[src/rtl/imem_loader_pkg.sv]
// Shared definitions for the instruction-memory loader: state encoding and frame constants.
// The optional checksum byte is enabled with the IMEM_LOADER_CHECKSUM_EN macro.
package imem_loader_pkg;

  localparam logic [7:0] START_BYTE = 8'hA5;

  typedef enum logic [2:0] {
    ST_IDLE = 3'd0,
    ST_LEN  = 3'd1,
    ST_DATA = 3'd2,
    ST_CHK  = 3'd3,
    ST_DONE = 3'd4
  } state_e;

endpackage

[src/rtl/imem_loader.sv]
// Byte-stream program loader: parses START | LEN | DATA [| CHK] frames and writes LE words to imem.
// Define IMEM_LOADER_CHECKSUM_EN to require a trailing 8-bit sum byte after the data.
module imem_loader
  import imem_loader_pkg::*;
#(
  parameter int INST_MEMORY_SIZE = 16384,
  parameter int ADDR_WIDTH       = $clog2(INST_MEMORY_SIZE),
  parameter int BASE_ADDR        = 0,
  parameter int TIMEOUT_CYCLES   = 1000000
) (
  input  logic                  clk,
  input  logic                  rst,
  input  logic                  in_valid,
  input  logic [7:0]            in_data,
  output logic                  imem_w_en,
  output logic [ADDR_WIDTH-1:0] imem_write_addr,
  output logic [31:0]           imem_write_data,
  output logic                  cpu_stall,
  output logic                  load_done,
  output logic                  load_err
);

  localparam int TW = $clog2(TIMEOUT_CYCLES + 1);
  localparam logic [33:0]           CAPACITY_BYTES = 34'(INST_MEMORY_SIZE - BASE_ADDR);
  localparam logic [ADDR_WIDTH-1:0] BASE_A         = ADDR_WIDTH'(BASE_ADDR);

`ifdef IMEM_LOADER_CHECKSUM_EN
  localparam state_e ST_AFTER_DATA = ST_CHK;
`else
  localparam state_e ST_AFTER_DATA = ST_DONE;
`endif

  state_e                state_q, state_d;
  logic [31:0]           len_q, len_d;
  logic [31:0]           word_cnt_q, word_cnt_d;
  logic [1:0]            byte_cnt_q, byte_cnt_d;
  logic [31:0]           shift_q, shift_d;
  logic [TW-1:0]         timeout_q, timeout_d;
  logic                  err_q, err_d;
  logic                  w_en_q, w_en_d;
  logic [ADDR_WIDTH-1:0] addr_q, addr_d;
  logic [31:0]           wdata_q, wdata_d;
`ifdef IMEM_LOADER_CHECKSUM_EN
  logic [7:0]            sum_q, sum_d;
`endif

  logic [31:0] assembled;
  logic [33:0] len_bytes;
  logic        last_byte;
  logic        timed_out;

  // Incoming bytes enter at the top so that after four bytes byte0 sits in [7:0].
  assign assembled = {in_data, shift_q[31:8]};
  assign len_bytes = {assembled, 2'b00};
  assign last_byte = (byte_cnt_q == 2'd3);
  assign timed_out = (state_q != ST_IDLE) && !in_valid &&
                     (timeout_q == TW'(TIMEOUT_CYCLES - 1));

  always_comb begin
    state_d    = state_q;
    len_d      = len_q;
    word_cnt_d = word_cnt_q;
    byte_cnt_d = byte_cnt_q;
    shift_d    = shift_q;
    err_d      = err_q;
    w_en_d     = 1'b0;
    addr_d     = addr_q;
    wdata_d    = wdata_q;
`ifdef IMEM_LOADER_CHECKSUM_EN
    sum_d      = sum_q;
`endif
    timeout_d  = (in_valid || state_q == ST_IDLE) ? '0 : timeout_q + TW'(1);

    case (state_q)
      ST_IDLE: begin
        if (in_valid && in_data == START_BYTE) begin
          state_d    = ST_LEN;
          err_d      = 1'b0;
          byte_cnt_d = 2'd0;
          shift_d    = '0;
          word_cnt_d = '0;
          len_d      = '0;
`ifdef IMEM_LOADER_CHECKSUM_EN
          sum_d      = '0;
`endif
        end
      end

      ST_LEN: begin
        if (in_valid) begin
          shift_d    = assembled;
          byte_cnt_d = byte_cnt_q + 2'd1;
          if (last_byte) begin
            len_d = assembled;
            if (assembled == 32'd0) begin
              state_d = ST_AFTER_DATA;
            end else if (len_bytes > CAPACITY_BYTES) begin
              state_d = ST_IDLE;
              err_d   = 1'b1;
            end else begin
              state_d = ST_DATA;
            end
          end
        end
      end

      ST_DATA: begin
        if (in_valid) begin
          shift_d    = assembled;
          byte_cnt_d = byte_cnt_q + 2'd1;
`ifdef IMEM_LOADER_CHECKSUM_EN
          sum_d      = sum_q + in_data;
`endif
          if (last_byte) begin
            w_en_d     = 1'b1;
            addr_d     = BASE_A + ADDR_WIDTH'({word_cnt_q, 2'b00});
            wdata_d    = assembled;
            word_cnt_d = word_cnt_q + 32'd1;
            if (word_cnt_q == len_q - 32'd1) begin
              state_d = ST_AFTER_DATA;
            end
          end
        end
      end

`ifdef IMEM_LOADER_CHECKSUM_EN
      ST_CHK: begin
        if (in_valid) begin
          err_d   = (in_data != sum_q);
          state_d = ST_DONE;
        end
      end
`endif

      ST_DONE: state_d = ST_IDLE;

      default: state_d = ST_IDLE;
    endcase

    // An expired inter-byte gap abandons the frame; words already written are kept.
    if (timed_out) begin
      state_d = ST_IDLE;
      err_d   = 1'b1;
    end
  end

  always_ff @(posedge clk) begin
    if (rst) begin
      state_q    <= ST_IDLE;
      len_q      <= '0;
      word_cnt_q <= '0;
      byte_cnt_q <= '0;
      shift_q    <= '0;
      timeout_q  <= '0;
      err_q      <= 1'b0;
      w_en_q     <= 1'b0;
      addr_q     <= '0;
      wdata_q    <= '0;
`ifdef IMEM_LOADER_CHECKSUM_EN
      sum_q      <= '0;
`endif
    end else begin
      state_q    <= state_d;
      len_q      <= len_d;
      word_cnt_q <= word_cnt_d;
      byte_cnt_q <= byte_cnt_d;
      shift_q    <= shift_d;
      timeout_q  <= timeout_d;
      err_q      <= err_d;
      w_en_q     <= w_en_d;
      addr_q     <= addr_d;
      wdata_q    <= wdata_d;
`ifdef IMEM_LOADER_CHECKSUM_EN
      sum_q      <= sum_d;
`endif
    end
  end

  // Stall covers the frame body only, so it is already low in the DONE cycle.
  assign cpu_stall       = (state_q == ST_LEN) || (state_q == ST_DATA) || (state_q == ST_CHK);
  assign load_done       = (state_q == ST_DONE);
  assign load_err        = err_q;
  assign imem_w_en       = w_en_q;
  assign imem_write_addr = addr_q;
  assign imem_write_data = wdata_q;

endmodule

[config.mk]
export PLATFORM = sky130hd
export DESIGN_NAME = imem_loader
export DESIGN_NICKNAME = d
export VERILOG_FILES = /design/src/rtl/imem_loader_pkg.sv /design/src/rtl/imem_loader.sv
export SDC_FILE = /design/constraint.sdc
export NUM_CORES = 1
export LEC_CHECK = 0
export CAP_MARGIN = 5
export CORE_ASPECT_RATIO = 0.9
export CORE_MARGIN = 1.5
export CORE_UTILIZATION = 35
export DETAILED_ROUTE_END_ITERATION = 8
export PLACE_DENSITY_LB_ADDON = 0.05
export RECOVER_POWER = 100
export SLEW_MARGIN = 5
export SYNTH_ARGS = -nofsm -noshare
export SYNTH_HDL_FRONTEND = slang
export SYNTH_SLANG_ARGS = --single-unit
[constraint.sdc]
create_clock -name clk -period 4.1 [get_ports clk]
set_input_delay 1.23 -clock clk [delete_from_list [all_inputs] [get_ports clk]]
set_output_delay 1.23 -clock clk [all_outputs]
set_load 0.05 [all_outputs]
==> results of run 1 <==
state kept, by name, summed over array words and instances (netlist names):
name             flops
imem_write_data     32
len_q               32
word_cnt_q          32
shift_q             24
timeout_q           20
imem_write_addr     12
state_q              3
byte_cnt_q           2
imem_w_en            1
load_err             1
placed cells by master, fill, tap and decap left out, types with 3 or more instances in the layout:
| master | n |
|---|---|
| or3_1 | 15 |
| nand4_1 | 8 |
| ha_1 | 4 |
| or4_1 | 3 |
| dfxtp_1 | 159 |
| nand4b_1 | 3 |
| dlygate4sd3_1 | 50 |
| clkdlybuf4s50_1 | 7 |
| inv_1 | 13 |
| nand3_1 | 85 |
| a31oi_1 | 3 |
| xnor2_1 | 33 |
| nor4_1 | 19 |
| a21oi_1 | 119 |
| inv_8 | 5 |
| nor3_2 | 6 |
| nor3_1 | 20 |
| clkbuf_16 | 17 |
| nand2_1 | 182 |
| xor2_1 | 44 |
| inv_6 | 5 |
| buf_4 | 23 |
| and3_1 | 15 |
| mux2i_1 | 3 |
| nand2b_1 | 8 |
| and2_1 | 3 |
| o21ai_0 | 22 |
| nor2b_1 | 5 |
| clkbuf_1 | 3 |
| nor2_1 | 66 |
metal layers:
layer / GRT usage / routed length, um / part of all wire
met5: 0 / 0 / 0
met4: 0.0521 / 139 / 0.0068
met1: 0.295 / 11000 / 0.54
met2: 0.279 / 8580 / 0.42
met3: 0.0338 / 705 / 0.035
worst max-delay path by stage:
| stage | from | depth (start not counted) | endpoint | slack, ns |
|---|---|---|---|---|
| finish | in_data[1] | 8 | word_cnt_q[27] | 0.39 |
| detailed placement | in_data[1] | 9 | word_cnt_q[24] | 0.16 |
| global route | in_valid | 8 | shift_q[30] | 0.23 |
| floorplan | in_data[1] | 9 | word_cnt_q[29] | 0.73 |
| CTS | in_data[1] | 8 | word_cnt_q[27] | 0.61 |
| global placement | in_data[1] | 9 | word_cnt_q[30] | 0.19 |
Yosys cell counts, drive strengths merged (15+ instances only):
master,n,area share
and3,15,0.013
nand2,182,0.092
clkbuf,40,0.020
dfxtp,159,0.43
nor4,23,0.025
nor2,66,0.033
a21oi,120,0.081
nor3,26,0.020
xnor2,33,0.039
nand3,85,0.057
or3,16,0.013
xor2,44,0.052
buf,16,0.012
o21ai,22,0.015
worst max-delay path, delay by kind of cell:
| kind | cells | cell delay, ns |
|---|---|---|
| buf+inv | 1 | 0.60 |
| compound gates | 2 | 0.64 |
| simple gates | 5 | 1.58 |
report_power, final:
| part | leakage (nW) | internal [mW] | total (mW) | switching [mW] |
|---|---|---|---|---|
| clock network | 0.298 | 0.933 | 1.68 | 0.747 |
| registers | 1.28 | 1.55 | 1.55 | 0.00419 |
| logic | 1.61 | 0.0321 | 0.123 | 0.0905 |
| total | 3.19 | 2.51 | 3.35 | 0.841 |
per-stage QoR:
stage	power [mW]	instance area, sq um	utilization
final	3.35	8930	0.430
after global routing	3.47	8930	0.430
after CTS	3.40	8950	0.431
after detailed placement	1.71	8340	0.401
after global placement	1.71	8340	0.401
after floorplan	1.66	7420	-
cells by family after synthesis:
group / after synthesis / synth area share
other cells: 1 / 0.000506
buf+inv: 69 / 0.0386
simple gates: 455 / 0.296
fa+ha+maj: 4 / 0.00675
compound gates: 170 / 0.131
mux: 5 / 0.00708
flops: 159 / 0.429
xor+xnor: 77 / 0.0909
layout make-up:
type | count | share of cell area
tap | 286 | 0.0401
sequential | 159 | 0.356
multi-input combinational | 713 | 0.443
timing repair buffer | 85 | 0.0859
inverter | 13 | 0.00546
clock inverter | 15 | 0.0214
clock buffer | 17 | 0.0476
==> results.py, run 1 <==
metrics = {
    "setup_path": {
        "r2r-end": "state_q[1]",
        "critPathCaptureType": "flip-flop",
        "ff2ff_setup_slack_ns": 1.03,
        "cp.required_ns": 4.45,
        "cpMaxStageDelayCell": "dlygate4sd3_1",
        "startpoint_type": "input pin",
        "r2r-start": "len_q[0]",
        "crit_type": "input pin to flip-flop",
        "crit_fanout": 8,
        "path_cells": "dlygate4sd3_1 -> nor4_4 -> nand4_1 -> a2111oi_4 -> nand4_2 -> or2_1 -> or3_1 -> a21oi_1",
        "r2r_cells": 8,
        "critPathMaxStageDelay_ns": 0.60,
        "cp.arrival_ns": 4.06,
    },
    "clock_network": {
        "ctsResizeCount": 0,
        "cts_htree_levels": 4,
        "insertion_delay_ns": 0.43,
        "cts.reportedPaths.clkPinSlew_ns": 0.07,
        "cts_hold_buf": 0,
        "cts_max_path_buffers": 2,
        "cts_inserted_buffers": 17,
        "cts_tree": "yes",
        "cts-root-buf": "clkbuf_16",
        "cts_sinks": 159,
        "post-cts-setup-buffer-count": 0,
    },
    "synthesis": {
        "async_flop_share": 0,
        "synthFlopType": "dfxtp_1",
        "synth_seq_cells": 159,
        "seq_area_frac_synth": 0.429,
        "synth_warnings": 0,
        "synth_edf_count": 0,
        "synthCells": 940,
        "syn_area_per_cell_sq_um": 7.89,
        "ys_types": 62,
        "syn_area_sq_um": 7420,
    },
    "die": {
        "die_w_um": 156,
        "fp.dieH_um": 141,
        "io_pins": 61,
        "core_area_sq_um": 20800,
        "dieArea_sq_um": 22100,
        "start_util": 0.357,
        "placementRows": 50,
    },
    "grt": {
        "antenna_found_initial": 0,
        "grt_max_degree": 50,
        "grt_pass1_wl_mm": 33.5,
        "grt_usage": 0.194,
        "overflow": 0,
        "grt_pass1_vias": 6074,
    },
    "pwr": {
        "ir_worst_vdd_uv": 213,
        "p_leak_nw": 3.19,
        "powerDensity_nw_per_um2": 375,
    },
    "detailed_routing": {
        "routed_via_density": 5.00,
        "drt_iter0_drc": 462,
        "ant_nets": 0,
        "drc": 0,
        "vias": 6439,
        "dr.pass1.iters": 4,
        "drt_wl_total_mm": 20.4,
        "wl_per_cell_um": 15.9,
    },
    "hold_path": {
        "worst_hold_path.num_cells": 2,
        "hp-class": "flip-flop to flip-flop",
        "min_to": "imem_write_addr[10]",
        "min_from": "imem_write_addr[10]",
    },
    "sta": {
        "finalCritPeriodShare": 0.904,
        "final.hold.worst_slack_ns": 0.449,
        "rsz0062_at_grt": "no",
        "fin_crit_ns": 3.71,
        "finalHoldViolCount": 0,
        "relSlewSlack": 0.222,
        "tightest_slew_ns": 1.15,
        "maxSlewViolCount": 0,
        "fin_setup_tns_ns": 0,
        "setup_viol": 0,
        "fin_worst_skew_ns": 0.0108,
        "max_freq_mhz": 270,
        "setup_ws_ns": 0.392,
    },
    "layout": {
        "layout.cells.non_filler": 1288,
        "fill_cells": 2189,
        "drive_gt1_frac": 0.0818,
        "area_delta_synth_final_pct": 20.4,
        "fin_nets": 1004,
        "seqCellArea_sq_um": 3180,
        "multi_input_area_sq_um": 3960,
        "n_antenna_cell": 0,
    },
    "placement": {
        "place_congestion": 0.824,
        "dp_hpwl_mm": 14.2,
        "port_buffers": 58,
        "place_ws_ns": 0.162,
        "placedCellCount": 1256,
    },
    "flow_run": {
        "cap_violations": 0,
    },
    "status": {
        "outcome": "finished clean",
    },
}
No activity file was read; power rests on OpenSTA's default activity.
==> inputs of run 2 (changes only) <==
--- a/config.mk
+++ b/config.mk
@@ -9,6 +9,7 @@
 export CORE_ASPECT_RATIO = 0.9
 export CORE_MARGIN = 1.5
 export CORE_UTILIZATION = 35
+export CTS_BUF_LIST = sky130_fd_sc_hd__clkbuf_8
 export DETAILED_ROUTE_END_ITERATION = 8
 export PLACE_DENSITY_LB_ADDON = 0.05
 export RECOVER_POWER = 100
==> run 2 against run 1 <==
Against the previous run: die area stayed put; routed wire length shrank 0.17%; hold slack improved by 0.0037 ns; flip-flop and latch count unchanged; global-route usage shrank 0.072 points; combinational power barely moved; first-iteration DRC count down 18%; largest cell class unchanged.
==> results.py, run 2 (same netlist as run 1, synthesis figures left out) <==
metrics = {
    "status": {
        "outcome": "finished clean",
    },
    "pwr": {
        "ir_worst_vdd_uv": 184,
        "powerDensity_nw_per_um2": 337,
        "p_leak_nw": 3.09,
        "power.total_mw": 2.94,
    },
    "grt": {
        "grt_max_degree": 50,
        "overflow": 0,
        "grt_usage": 0.193,
        "antenna_found_initial": 0,
        "grt_pass1_vias": 6037,
        "grt_pass1_wl_mm": 33.3,
    },
    "placement": {
        "dp_hpwl_mm": 14.2,
        "place_ws_ns": 0.162,
        "place_congestion": 0.824,
        "post_dp_cell_area_sq_um": 8340,
        "port_buffers": 58,
        "placedCellCount": 1256,
    },
    "hold_path": {
        "hp-class": "flip-flop to flip-flop",
        "min_from": "imem_write_addr[10]",
    },
    "setup_path": {
        "critPathMaxStageDelay_ns": 0.60,
        "ff2ff_setup_slack_ns": 1.00,
        "cp.arrival_ns": 4.05,
        "crit_fanout": 8,
        "cp.depth": 8,
        "crit_end": "word_cnt_q[27]",
        "critPathBufInv": 1,
        "critPathCaptureType": "flip-flop",
        "crit_path_frequent_cell": "nand4_1",
        "crit_type": "input pin to flip-flop",
        "startpoint_type": "input pin",
        "r2r_cells": 8,
        "cpMaxStageDelayCell": "dlygate4sd3_1",
        "r2r-end": "state_q[1]",
        "cp.required_ns": 4.50,
        "path_cells": "dlygate4sd3_1 -> nor4_4 -> nand4_1 -> a2111oi_4 -> nand4_1 -> or2_1 -> or3_1 -> a21oi_1",
        "crit_family": "simple AND/OR/NAND/NOR gates",
        "r2r-start": "len_q[0]",
        "startpoint": "in_data[1]",
    },
    "die": {
        "io_pins": 61,
        "fp.dieH_um": 141,
        "dieArea_sq_um": 22100,
        "core_area_sq_um": 20800,
        "placementRows": 50,
        "die_w_um": 156,
        "start_util": 0.357,
    },
    "sta": {
        "setup_viol": 0,
        "fin_crit_ns": 3.66,
        "setup_ws_ns": 0.441,
        "tightest_slew_ns": 1.17,
        "final.hold.worst_slack_ns": 0.453,
        "finalHoldViolCount": 0,
        "finalCritPeriodShare": 0.893,
        "maxSlewViolCount": 0,
        "rsz0062_at_grt": "no",
        "max_freq_mhz": 273,
        "relSlewSlack": 0.208,
        "fin_worst_skew_ns": 0.0182,
        "fin_setup_tns_ns": 0,
    },
    "clock_network": {
        "ctsResizeCount": 0,
        "cts.reportedPaths.clkPinSlew_ns": 0.10,
        "post-cts-setup-buffer-count": 0,
        "cts_hold_buf": 0,
        "cts_inserted_buffers": 17,
        "cts_htree_levels": 4,
        "cts_max_path_buffers": 2,
        "cts_sinks": 159,
        "insertion_delay_ns": 0.47,
        "cts_tree": "yes",
        "cts-root-buf": "clkbuf_8",
    },
    "detailed_routing": {
        "drc": 0,
        "wl_per_cell_um": 15.8,
        "drt_iter0_drc": 377,
        "dr.pass1.iters": 5,
        "vias": 6479,
        "routed_via_density": 5.03,
        "ant_nets": 0,
        "drt_wl_total_mm": 20.4,
    },
    "layout": {
        "final_area_sq_um": 8740,
        "layout.cells.non_filler": 1288,
        "area_delta_synth_final_pct": 17.8,
        "final_common_cell": "nand2_1",
        "fin_nets": 1004,
        "fill_cells": 2215,
        "n_antenna_cell": 0,
        "layout_common_cells": "182 x nand2_1, 159 x dfxtp_1, 119 x a21oi_1",
        "drive_gt1_frac": 0.0808,
        "fin_util": 0.421,
    },
    "flow_run": {
        "cap_violations": 0,
    },
}
run 2: changes by cell type in the layout (fill, tap and decap cells not counted):
cell and change:
nand4_1 +1, clkbuf_8 +17, nand4_2 -1, clkbuf_16 -17
run 2: how the worst min path moves through the flow:
stage                     cells past startpoint                   to  slack (ns)
after global placement                        2   imem_write_addr[8]        0.45
after CTS                                     2   imem_write_addr[9]        0.46
after global routing                          2   imem_write_addr[9]        0.47
after floorplan                               2        byte_cnt_q[1]        0.44
after detailed placement                      2   imem_write_addr[9]        0.45
final                                         2  imem_write_addr[10]        0.45
run 2: area by class of cell:
cell class | count | area, sq um | share of cell area
clock inverters | 15 | 191 | 0.0219
repair buffers | 85 | 767 | 0.0878
clock buffers | 17 | 234 | 0.0268
flip-flops and latches | 159 | 3180 | 0.364
well taps | 286 | 358 | 0.0410
multi-input cells | 713 | 3950 | 0.453
inverters | 13 | 48.8 | 0.00559
run 2: routing by layer:
metal	wire length (um)	global-route usage	vias to the layer above
li1	-	-	3332
met1	10900	0.293	3004
met2	8540	0.279	125
met3	702	0.0317	18
met4	242	0.0546	0
met5	0	0	-
run 2: report_power, final:
part	switching (mW)	total [mW]	internal (mW)	leakage, nW
Clock	0.696	1.27	0.576	0.211
Combinational	0.0905	0.123	0.0321	1.60
Sequential	0.00420	1.55	1.55	1.28
Total	0.791	2.94	2.15	3.09
run 2: worst min-delay path, stage by stage, from the launching register on:
cell and delay (ns):
dfxtp_1 0.32, nand2_1 0.05, a21oi_1 0.05
==> inputs of run 3 (changes only) <==
--- a/config.mk
+++ b/config.mk
@@ -8,9 +8,10 @@
 export CAP_MARGIN = 5
 export CORE_ASPECT_RATIO = 0.9
 export CORE_MARGIN = 1.5
-export CORE_UTILIZATION = 35
+export CORE_UTILIZATION = 44
 export CTS_BUF_LIST = sky130_fd_sc_hd__clkbuf_8
 export DETAILED_ROUTE_END_ITERATION = 8
+export DONT_BUFFER_PORTS = 1
 export PLACE_DENSITY_LB_ADDON = 0.05
 export RECOVER_POWER = 100
 export SLEW_MARGIN = 5
==> run 3 against run 2 <==
Against the previous run: the flow now finishes with violations (design-rule violations); core utilization rose by 6.3 points; maximum frequency rose by 4.4%; combinational power fell by 40%; critical path type unchanged; critical path depth fell by 1; cell count fell by 12%; cell area fell by 9.7%; hold slack improved by 0.026 ns; clock skew fell by 0.0076 ns; critical endpoint is now word_cnt_q[26].
==> results.py, run 3 (same netlist as run 1, synthesis figures left out) <==
metrics = {
    "setup_path": {
        "startpoint_type": "input pin",
        "cp.required_ns": 4.48,
        "crit_fanout": 10,
        "crit_type": "input pin to flip-flop",
        "critPathCaptureType": "flip-flop",
        "cp.arrival_ns": 3.89,
    },
    "clock_network": {
        "cts_htree_levels": 4,
        "cts_sinks": 159,
        "cts.reportedPaths.clkPinSlew_ns": 0.09,
        "cts_hold_buf": 0,
        "cts_tree": "yes",
        "cts_max_path_buffers": 2,
        "post-cts-setup-buffer-count": 0,
        "insertion_delay_ns": 0.45,
        "cts-root-buf": "clkbuf_8",
        "ctsResizeCount": 0,
        "cts_inserted_buffers": 17,
    },
    "pwr": {
        "swShare": 0.245,
        "p_int_mw": 2.08,
        "p_seq_frac": 0.561,
        "ir_worst_vdd_uv": 233,
        "pwr-share-clk": 0.412,
        "netSwitchingPower_mw": 0.677,
        "powerDensity_nw_per_um2": 350,
        "p_leak_nw": 2.63,
        "power.total_mw": 2.76,
        "combPwrFrac": 0.027,
    },
    "layout": {
        "n_antenna_cell": 0,
        "drive_gt1_frac": 0.0658,
        "layout.cells.non_filler": 1134,
        "area_delta_synth_final_pct": 6.31,
        "final_common_cell": "nand2_1",
        "layout_common_cells": "182 x nand2_1, 159 x dfxtp_1, 120 x a21oi_1",
        "fin_nets": 930,
        "final_area_sq_um": 7890,
    },
    "detailed_routing": {
        "drt_wl_total_mm": 18.8,
        "wl_met2_mm": 8.20,
        "ant_nets": 0,
        "routed_via_density": 5.62,
        "dr.pass1.iters": 8,
        "vias": 6375,
        "wl_met3_mm": 1.01,
        "top_layer": "met4",
        "wl_met1_mm": 9.26,
        "drt_iter0_drc": 432,
        "drc": 2,
        "wl_per_cell_um": 16.6,
    },
    "sta": {
        "finalCritPeriodShare": 0.855,
        "fin_crit_ns": 3.50,
        "fin_setup_tns_ns": 0,
        "maxSlewViolCount": 0,
        "fin_worst_skew_ns": 0.0106,
        "rsz0062_at_grt": "no",
        "tightest_slew_ns": 1.26,
        "max_freq_mhz": 285,
        "setup_viol": 0,
        "finalHoldViolCount": 0,
        "relSlewSlack": 0.158,
    },
    "placement": {
        "post_dp_cell_area_sq_um": 7540,
        "port_buffers": 0,
        "place_congestion": 0.867,
        "placedCellCount": 1103,
        "dp_hpwl_mm": 13.0,
    },
    "die": {
        "placementRows": 44,
        "start_util": 0.455,
        "die_w_um": 140,
        "io_pins": 61,
        "core_area_sq_um": 16300,
        "dieArea_sq_um": 17600,
        "fp.dieH_um": 126,
    },
    "grt": {
        "grt_usage": 0.219,
        "antenna_found_initial": 0,
        "grt_pass1_vias": 6024,
        "grt_max_degree": 110,
        "overflow": 0,
        "grt_pass1_wl_mm": 31.0,
    },
    "flow_run": {
        "cap_violations": 0,
    },
    "status": {
        "violations": "design-rule violations",
        "outcome": "finished with violations",
    },
    "hold_path": {
        "hp-class": "flip-flop to flip-flop",
    },
}
[run 3: changes by cell type in the layout (fill, tap and decap cells not counted), sizes merged]
cell	before	now
bufinv	2	1
clkinvlp	2	3
clkbuf	22	21
clkinv	1	3
inv	23	18
buf	23	9
clkdlybuf4s50	7	0
dlygate4sd3	50	0
[run 3: worst max-delay path: stages]
cell and delay, ns:
nor4_1 0.62, nand4_2 0.41, a211oi_4 0.40, nand2b_1 0.20
or3_1 0.52, or3_1 0.35, a21oi_1 0.15
[run 3: final cells by class]
cell class                      count  area (sq um)
Timing Repair Buffer               11          75.1
Inverter                           13          48.8
Multi-Input combinational cell    713          3930
Sequential cell                   159          3180
Fill cell                        1649          8410
Clock buffer                       19           262
Tap cell                          207           259
Clock inverter                     12           126
[run 3: path summary, 6_finish.rpt]
check,start,slack (ns),to,cells past startpoint
max,in_data[1],0.60,word_cnt_q[26],7
min,byte_cnt_q[1],0.48,byte_cnt_q[1],2
max reg2reg,state_q[1],0.92,byte_cnt_q[0],9
min reg2reg,byte_cnt_q[1],0.48,byte_cnt_q[1],2
[run 3: power by group through the flow]
stage / Sequential [mW] / Clock, mW / Combinational (mW)
finish: 1.55 / 1.14 / 0.0736
floorplan: 1.58 / 0 / 0.0713
global placement: 1.59 / 0 / 0.0747
CTS: 1.55 / 1.18 / 0.0764
detailed placement: 1.59 / 0 / 0.0760
global route: 1.55 / 1.25 / 0.0794
[run 3: per-stage QoR]
stage	worst slack, ns	utilization	hold slack [ns]
2_1_floorplan	0.733	-	0.436
3_3_place_gp	0.592	0.463	0.441
3_5_place_dp	0.519	0.463	0.455
4_1_cts	1.00	0.486	0.469
5_1_grt	0.431	0.484	0.490
6_report	0.596	0.484	0.478
[run 3: routing by layer]
| metal | track usage | vias to the layer above |
|---|---|---|
| met3 | 0.0532 | 30 |
| met2 | 0.329 | 163 |
| met5 | 0 | - |
| met4 | 0.0700 | 0 |
| li1 | - | 3183 |
| met1 | 0.310 | 2999 |
